### src/rtl/tmds_pkg.sv
// Shared TMDS definitions for the receive path.
//
// Contents:
//   CTL_TOKEN_0..3   the four control-period tokens, in decoder bit order
//   align_state_e    word-aligner state (SEARCH, SETTLE, LOCKED)
//   SETTLE_CYCLES    cycles spent flushing the window pipeline after a slip
//   is_ctl_token()   true when a 10-bit word is one of the control tokens
//
// The TMDS decoder imports the same token constants.
package tmds_pkg;

  localparam logic [9:0] CTL_TOKEN_0 = 10'h0ab;
  localparam logic [9:0] CTL_TOKEN_1 = 10'h354;
  localparam logic [9:0] CTL_TOKEN_2 = 10'h0aa;
  localparam logic [9:0] CTL_TOKEN_3 = 10'h355;

  typedef enum logic [1:0] {
    ST_SEARCH = 2'd0,
    ST_SETTLE = 2'd1,
    ST_LOCKED = 2'd2
  } align_state_e;

  localparam int SETTLE_CYCLES = 3;

  function automatic logic is_ctl_token(input logic [9:0] word);
    return (word == CTL_TOKEN_0) || (word == CTL_TOKEN_1) ||
           (word == CTL_TOKEN_2) || (word == CTL_TOKEN_3);
  endfunction

endpackage

### src/rtl/tmds_barrel10.sv
// Registered 20->10 bit window select for one TMDS channel.
//
// Ports:
//   i_clk       word clock
//   i_areset_n  asynchronous active-low reset
//   i_word      raw deserializer word, arbitrary framing
//   i_shift     window offset 0..9
//   o_word      re-framed word, two cycles after the first bits enter i_word
//
// The window is taken from {i_word, previous word}, so offset 0 returns the
// previous word unchanged and every offset has the same two-cycle latency.
module tmds_barrel10 (
  input  logic       i_clk,
  input  logic       i_areset_n,
  input  logic [9:0] i_word,
  input  logic [3:0] i_shift,
  output logic [9:0] o_word
);

  logic [9:0]  prev_q, prev_d;
  logic [9:0]  word_q, word_d;
  logic [19:0] cat;

  always_comb begin
    prev_d = i_word;
    cat    = {i_word, prev_q};
    // A right shift keeps the select in range for any 4-bit offset.
    word_d = 10'(cat >> i_shift);
  end

  // NOTE: flops use non-blocking assignments so every register samples the
  // pre-edge values; blocking here would let prev_q leak into word_q early.
  always_ff @(posedge i_clk or negedge i_areset_n) begin
    if (!i_areset_n) begin
      prev_q <= '0;
      word_q <= '0;
    end else begin
      prev_q <= prev_d;
      word_q <= word_d;
    end
  end

  assign o_word = word_q;

endmodule

### src/rtl/tmds_word_align.sv
// Word-alignment controller for one HDMI/DVI receive channel.
//
// Re-frames the raw deserializer stream through a 0..9 bit window, hunts for
// a run of MIN_RUN consecutive control tokens at each offset, steps the offset
// after SEARCH_TIMEOUT words without one, and drops lock after LOSS_TIMEOUT
// words without a fresh qualifying run.
//
// Ports:
//   i_clk       word clock
//   i_areset_n  asynchronous active-low reset
//   i_word      raw 10-bit deserializer word
//   i_resync    one-cycle request: drop lock, restart search at current offset
//   o_word      re-framed word (2-cycle latency)
//   o_locked    alignment established
//   o_shift     current window offset 0..9
//   o_slip      one-cycle pulse when the offset advances
//   o_ctl       o_word is a control token
module tmds_word_align
  import tmds_pkg::*;
#(
  parameter int MIN_RUN        = 8,
  parameter int SEARCH_TIMEOUT = 4096,
  parameter int LOSS_TIMEOUT   = 16384
) (
  input  logic       i_clk,
  input  logic       i_areset_n,
  input  logic [9:0] i_word,
  input  logic       i_resync,
  output logic [9:0] o_word,
  output logic       o_locked,
  output logic [3:0] o_shift,
  output logic       o_slip,
  output logic       o_ctl
);

  // run_cnt saturates at MIN_RUN itself, so it needs one extra code point.
  localparam int RUN_W  = $clog2(MIN_RUN + 1);
  localparam int TMO_W  = $clog2(SEARCH_TIMEOUT);
  localparam int LOSS_W = $clog2(LOSS_TIMEOUT);

  localparam logic [RUN_W-1:0]  RUN_LAST    = RUN_W'(MIN_RUN - 1);
  localparam logic [RUN_W-1:0]  RUN_MAX     = RUN_W'(MIN_RUN);
  localparam logic [TMO_W-1:0]  TMO_LAST    = TMO_W'(SEARCH_TIMEOUT - 1);
  localparam logic [LOSS_W-1:0] LOSS_LAST   = LOSS_W'(LOSS_TIMEOUT - 1);
  localparam logic [1:0]        SETTLE_LAST = 2'(SETTLE_CYCLES - 1);

  align_state_e      state_q, state_d;
  logic [RUN_W-1:0]  run_cnt_q, run_cnt_d, run_adv;
  logic [TMO_W-1:0]  tmo_cnt_q, tmo_cnt_d;
  logic [LOSS_W-1:0] loss_cnt_q, loss_cnt_d;
  logic [1:0]        settle_cnt_q, settle_cnt_d;
  logic [3:0]        shift_q, shift_d;
  logic              locked_q, locked_d;
  logic              slip_q, slip_d;
  logic              ctl;
  logic              run_hit;

  tmds_barrel10 u_barrel (
    .i_clk      (i_clk),
    .i_areset_n (i_areset_n),
    .i_word     (i_word),
    .i_shift    (shift_q),
    .o_word     (o_word)
  );

  // Decoded straight from the registered window, so it changes on the same
  // edge as o_word.
  assign ctl     = is_ctl_token(o_word);
  assign run_hit = ctl && (run_cnt_q == RUN_LAST);

  // NOTE: every output of this block is given a default first; a path that
  // leaves one unassigned would infer a latch.
  always_comb begin
    state_d      = state_q;
    run_cnt_d    = run_cnt_q;
    tmo_cnt_d    = tmo_cnt_q;
    loss_cnt_d   = loss_cnt_q;
    settle_cnt_d = settle_cnt_q;
    shift_d      = shift_q;
    locked_d     = locked_q;
    slip_d       = 1'b0;

    if (!ctl)                  run_adv = '0;
    else if (run_cnt_q == RUN_MAX) run_adv = run_cnt_q;
    else                       run_adv = run_cnt_q + 1'b1;

    if (i_resync) begin
      state_d      = ST_SEARCH;
      locked_d     = 1'b0;
      tmo_cnt_d    = '0;
      run_cnt_d    = '0;
      loss_cnt_d   = '0;
      settle_cnt_d = '0;
    end else begin
      unique case (state_q)
        ST_SEARCH: begin
          run_cnt_d = run_adv;
          // Lock takes priority over a timeout landing in the same cycle.
          if (run_hit) begin
            state_d    = ST_LOCKED;
            locked_d   = 1'b1;
            loss_cnt_d = '0;
          end else if (tmo_cnt_q == TMO_LAST) begin
            shift_d      = (shift_q == 4'd9) ? 4'd0 : shift_q + 4'd1;
            slip_d       = 1'b1;
            tmo_cnt_d    = '0;
            run_cnt_d    = '0;
            settle_cnt_d = '0;
            state_d      = ST_SETTLE;
          end else begin
            tmo_cnt_d = tmo_cnt_q + 1'b1;
          end
        end
        ST_SETTLE: begin
          // Words still in flight were framed at the old offset; ignore them.
          run_cnt_d = '0;
          if (settle_cnt_q == SETTLE_LAST) begin
            settle_cnt_d = '0;
            tmo_cnt_d    = '0;
            state_d      = ST_SEARCH;
          end else begin
            settle_cnt_d = settle_cnt_q + 1'b1;
          end
        end
        ST_LOCKED: begin
          run_cnt_d = run_adv;
          if (run_hit) begin
            loss_cnt_d = '0;
          end else if (loss_cnt_q == LOSS_LAST) begin
            locked_d  = 1'b0;
            tmo_cnt_d = '0;
            state_d   = ST_SEARCH;
          end else begin
            loss_cnt_d = loss_cnt_q + 1'b1;
          end
        end
        default: state_d = ST_SEARCH;
      endcase
    end
  end

  always_ff @(posedge i_clk or negedge i_areset_n) begin
    if (!i_areset_n) begin
      state_q      <= ST_SEARCH;
      run_cnt_q    <= '0;
      tmo_cnt_q    <= '0;
      loss_cnt_q   <= '0;
      settle_cnt_q <= '0;
      shift_q      <= '0;
      locked_q     <= 1'b0;
      slip_q       <= 1'b0;
    end else begin
      state_q      <= state_d;
      run_cnt_q    <= run_cnt_d;
      tmo_cnt_q    <= tmo_cnt_d;
      loss_cnt_q   <= loss_cnt_d;
      settle_cnt_q <= settle_cnt_d;
      shift_q      <= shift_d;
      locked_q     <= locked_d;
      slip_q       <= slip_d;
    end
  end

  assign o_locked = locked_q;
  assign o_shift  = shift_q;
  assign o_slip   = slip_q;
  assign o_ctl    = ctl;

endmodule
### config.mk
export PLATFORM = sky130hd
export DESIGN_NAME = tmds_word_align
export DESIGN_NICKNAME = d
export VERILOG_FILES = /design/src/rtl/tmds_pkg.sv /design/src/rtl/tmds_barrel10.sv /design/src/rtl/tmds_word_align.sv
export SDC_FILE = /design/constraint.sdc
export NUM_CORES = 1
export LEC_CHECK = 0
export ABC_AREA = 1
export CORE_MARGIN = 2
export CORE_UTILIZATION = 41
export CTS_CLUSTER_SIZE = 16
export DETAILED_ROUTE_END_ITERATION = 8
export PLACE_DENSITY = 0.58
export SLEW_MARGIN = 25
export SYNTH_ARGS = -nofsm -noshare
export SYNTH_HDL_FRONTEND = slang
export SYNTH_HIERARCHICAL = 1
export SYNTH_SLANG_ARGS = --single-unit
### constraint.sdc
create_clock -name i_clk -period 1.56 [get_ports i_clk]
set_input_delay 0.39 -clock i_clk [delete_from_list [all_inputs] [get_ports i_clk]]
set_output_delay 0.39 -clock i_clk [all_outputs]
set_load 0.05 [all_outputs]
==> impl_results.rst, run 1 <==
.. list-table::
   :header-rows: 1

   * - Metric
     - Value
   * - Chain of cells forming the critical path
     - inv_2 -> nand2_1 -> nor2_1 -> nand3_1 -> nand2_4 -> buf_6 -> buf_12
   * - Synth area leader
     - sky130_fd_sc_hd__dfrtp_1
   * - Core footprint
     - 10,300 µm²
   * - IO buf count
     - 29
   * - Most repeated cell in the gate-level netlist after synthesis
     - sky130_fd_sc_hd__nand2_1
   * - Post-Syn Nets
     - 664
   * - Worst setup skew after layout
     - 0.0139 ns
   * - Fin worst setup slack
     - -0.270 ns
   * - Post-route fraction of the period consumed by the critical path
     - 117%
   * - Number of buffers inserted for hold repair after clock tree synthesis
     - 0
   * - Terminus of the critical flop-to-flop path
     - loss_cnt_q[4]
   * - Final Setup Violations
     - 41
   * - TritonCTS sink count
     - 60
   * - R2R setup slack
     - -0.22 ns
   * - Failing checks
     - negative setup slack
   * - TritonCTS clock tree
     - built
   * - Net total in the final layout
     - 773
   * - Run status
     - finished, violations left
   * - Combined area of all synthesized cells
     - 4310 µm²
   * - Most area-consuming cells after synthesis
     - sky130_fd_sc_hd__dfrtp_1 (35%), sky130_fd_sc_hd__nand2_1 (19%), sky130_fd_sc_hd__nand3_1 (13%), sky130_fd_sc_hd__inv_1 (5.7%), sky130_fd_sc_hd__nor2_1 (4.9%)
   * - Crit-path max cell delay
     - 0.42 ns
   * - Total wirelength of the detailed-routed design
     - 11,700 µm
   * - Most used flip-flop cell after synthesis
     - sky130_fd_sc_hd__dfrtp_1
   * - Final critical-path required period
     - 1.83 ns
   * - I/O Pins
     - 30
   * - Area delta synth->final
     - 39.9%
   * - Clock slew at reported path FFs
     - 0.07 ns
   * - Worst setup SP type
     - flip-flop
   * - Buf/Inv on CP
     - 3
   * - Number of design-rule violations left by the first detailed-router iteration
     - 210
   * - DPL Wire Length
     - 8200 µm
   * - Data arrival at the endpoint of the critical path
     - 1.44 ns
   * - CTS Buf Count
     - 9
   * - Area of the die
     - 11,300 µm²
   * - Ranking of synthesized cells by instance count
     - sky130_fd_sc_hd__nand2_1 (215), sky130_fd_sc_hd__nand3_1 (114), sky130_fd_sc_hd__inv_1 (66)
   * - Min-delay worst type
     - input pin to asynchronous set/reset pin
   * - Setup repair after global routing missed its margin
     - yes
   * - Number of optimization iterations in the first detailed-route pass
     - 5
   * - Max-cap violations
     - 0
   * - Die Y-Extent
     - 107 µm
   * - Post-detailed-route DRC marker count
     - 0
   * - Total global routing overflow
     - 0
   * - PwrDens
     - 570 nW/µm²
   * - Gate family responsible for the most delay along the worst path
     - flip-flops
   * - Total power draw
     - 3.44 mW
   * - Cell variety after synth
     - 32
   * - Transition time at the pin with the least slew margin
     - 0.377 ns
   * - Crit Path Category
     - flip-flop to primary output
   * - Start point of the critical path
     - u_barrel/o_word[7]
   * - Worst skew pair latency
     - 0.36 ns
   * - Root Driver
     - sky130_fd_sc_hd__clkbuf_8
   * - Post-synth EDFFs
     - 0
   * - Maximum fanout along the worst path
     - 3
   * - Share of the synthesized area in the top cell type
     - 34.8%
   * - Antenna Nets Post-Route
     - 0
   * - Post-route standard cell area excluding fillers
     - 6030 µm²
   * - Filler cells
     - 977
   * - Synth warnings
     - 6
   * - Largest net degree at the start of global routing
     - 61
   * - Vias after detailed routing
     - 4,446
   * - Clock buffer depth
     - 2
   * - Placed instance area
     - 5430 µm²
   * - Vias in the first global route
     - 4,347
   * - Share of the yosys chip area belonging to registers
     - 34.8%
   * - Avg Synthesized Cell Area
     - 6.69 µm²
   * - Std-Cell Rows
     - 37
   * - Max frequency
     - 547 MHz
   * - Reported leakage power
     - 2.94 nW
   * - Cell with the largest stage delay on the worst path
     - sky130_fd_sc_hd__dfrtp_2
   * - Diode count
     - 0
   * - Final core occ
     - 58.7%
   * - VDD IR-drop max
     - 293 µV
   * - Worst relative slew slack
     - 74.8%
   * - Starting density of the core
     - 41.9%
   * - Cell count of the worst reg-to-reg path
     - 14
   * - Overall die width
     - 107 µm
   * - Final Hold Violating Endpoints
     - 0
   * - Flip-flop and latch count after synthesis
     - 60
   * - Fraction of layout cells with a size suffix above 1
     - 29.7%
   * - Global-route wire length before repair
     - 19,600 µm
   * - Worst R2R Start
     - u_barrel/o_word[7]
   * - Per-cell routed wire length
     - 13.1 µm
   * - Number of antenna violations at the first check in global routing
     - 0
   * - Number of max-slew violations in the final report
     - 0
   * - Synthesized netlist cell count
     - 644
   * - CP endpoint kind
     - primary output
   * - Overall global routing resource usage
     - 21.6%
   * - Async set-or-reset flop fraction in the synthesized netlist
     - 100%
   * - Placer's final routability congestion estimate
     - 0.915
   * - Via density per instance
     - 4.97
   * - H-tree levels
     - 3
   * - Critical path data required time
     - 1.17 ns
   * - Placement Setup Slack
     - -0.371 ns
cell families after synthesis:
kind of cell / synth area share [%]
AO/OA/AOI/OAI: 2.53
XOR/XNOR: 2.44
adder cells (fa/ha/maj): 2.03
buffers and inverters: 10.6
flip-flops: 34.8
AND/OR/NAND/NOR: 47.6
sequential cells by signal, summed over array words and instances (netlist names):
register         count
loss_cnt_q          14
o_locked             1
o_shift              4
o_slip               1
run_cnt_q            4
settle_cnt_q         2
state_q              2
tmo_cnt_q           12
u_barrel/o_word     10
u_barrel/prev_q     10
power breakdown:
| group | leakage, nW | switching, mW | internal [mW] |
|---|---|---|---|
| combinational | 2.07 | 0.207 | 0.151 |
| clock | 0.0983 | 0.695 | 0.777 |
| sequential | 0.768 | 0.0237 | 1.59 |
stage by stage:
| step | hold slack [ns] | setup TNS, ns | cells |
|---|---|---|---|
| after floorplan | 0.0944 | -4.25 | 644 |
| after global placement | 0.423 | -11.09 | 866 |
| after detailed placement | 0.430 | -13.10 | 866 |
| after CTS | 0.0426 | -4.95 | 887 |
| after global routing | 0.0502 | -10.77 | 894 |
| final | 0.0208 | -6.32 | 894 |
layout make-up:
cell class | count | area [µm²] | share of cell area (%)
Inverter | 74 | 290 | 4.81
Tap cell | 136 | 170 | 2.82
Clock buffer | 10 | 138 | 2.28
Clock inverter | 6 | 63.8 | 1.06
Multi-Input combinational cell | 490 | 2650 | 43.9
Timing Repair Buffer | 118 | 1210 | 20.0
Sequential cell | 60 | 1510 | 25.1
worst max path at each step:
stage                    endpoint  slack (ns)  depth (start not counted)
floorplan           loss_cnt_q[0]       -0.21                         13
finish                      o_ctl       -0.27                          7
global route                o_ctl       -0.35                          7
detailed placement  tmo_cnt_q[11]       -0.37                         10
CTS                         o_ctl       -0.29                          7
global placement     tmo_cnt_q[7]       -0.35                         10
layout by cell type, fill, tap and decap left out, drive strengths merged:
| cell | instances |
|---|---|
| nand4 | 11 |
| o21bai | 2 |
| clkbuf | 11 |
| nand2 | 234 |
| o21ai | 11 |
| nand3 | 124 |
| nand3b | 5 |
| nor3 | 8 |
| xnor2 | 1 |
| clkinv | 5 |
| clkdlybuf4s50 | 11 |
| a31oi | 1 |
| inv | 72 |
| nor2 | 66 |
| clkinvlp | 2 |
| o211ai | 1 |
| nor4 | 2 |
| ha | 7 |
| bufinv | 1 |
| a21oi | 5 |
| buf | 106 |
| and3 | 1 |
| dfrtp | 60 |
| xor2 | 11 |
timing repair:
| item | CTS | global route |
|---|---|---|
| gates resized for setup | 44 | 37 |
| buffers inserted | 3 | 7 |
| gates cloned | 2 | 1 |
| endpoints found under the setup margin | 42 | 42 |
| pin swaps | 16 | 8 |
layer usage:
metal	GRT usage [%]	wire length (µm)	vias up
li1	-	-	2270
met1	26.5	5160	2063
met2	37.5	5900	99
met3	4.78	473	14
met4	7.14	170	0
met5	0	0	-
Power figures use the tool's default switching activity.
==> run 2, diff against run 1 <==
Settings changed: CTS_CLUSTER_DIAMETER set to 150.
==> results of run 2 <==
The final DEF is identical to that of run 1; final timing and power are the same.
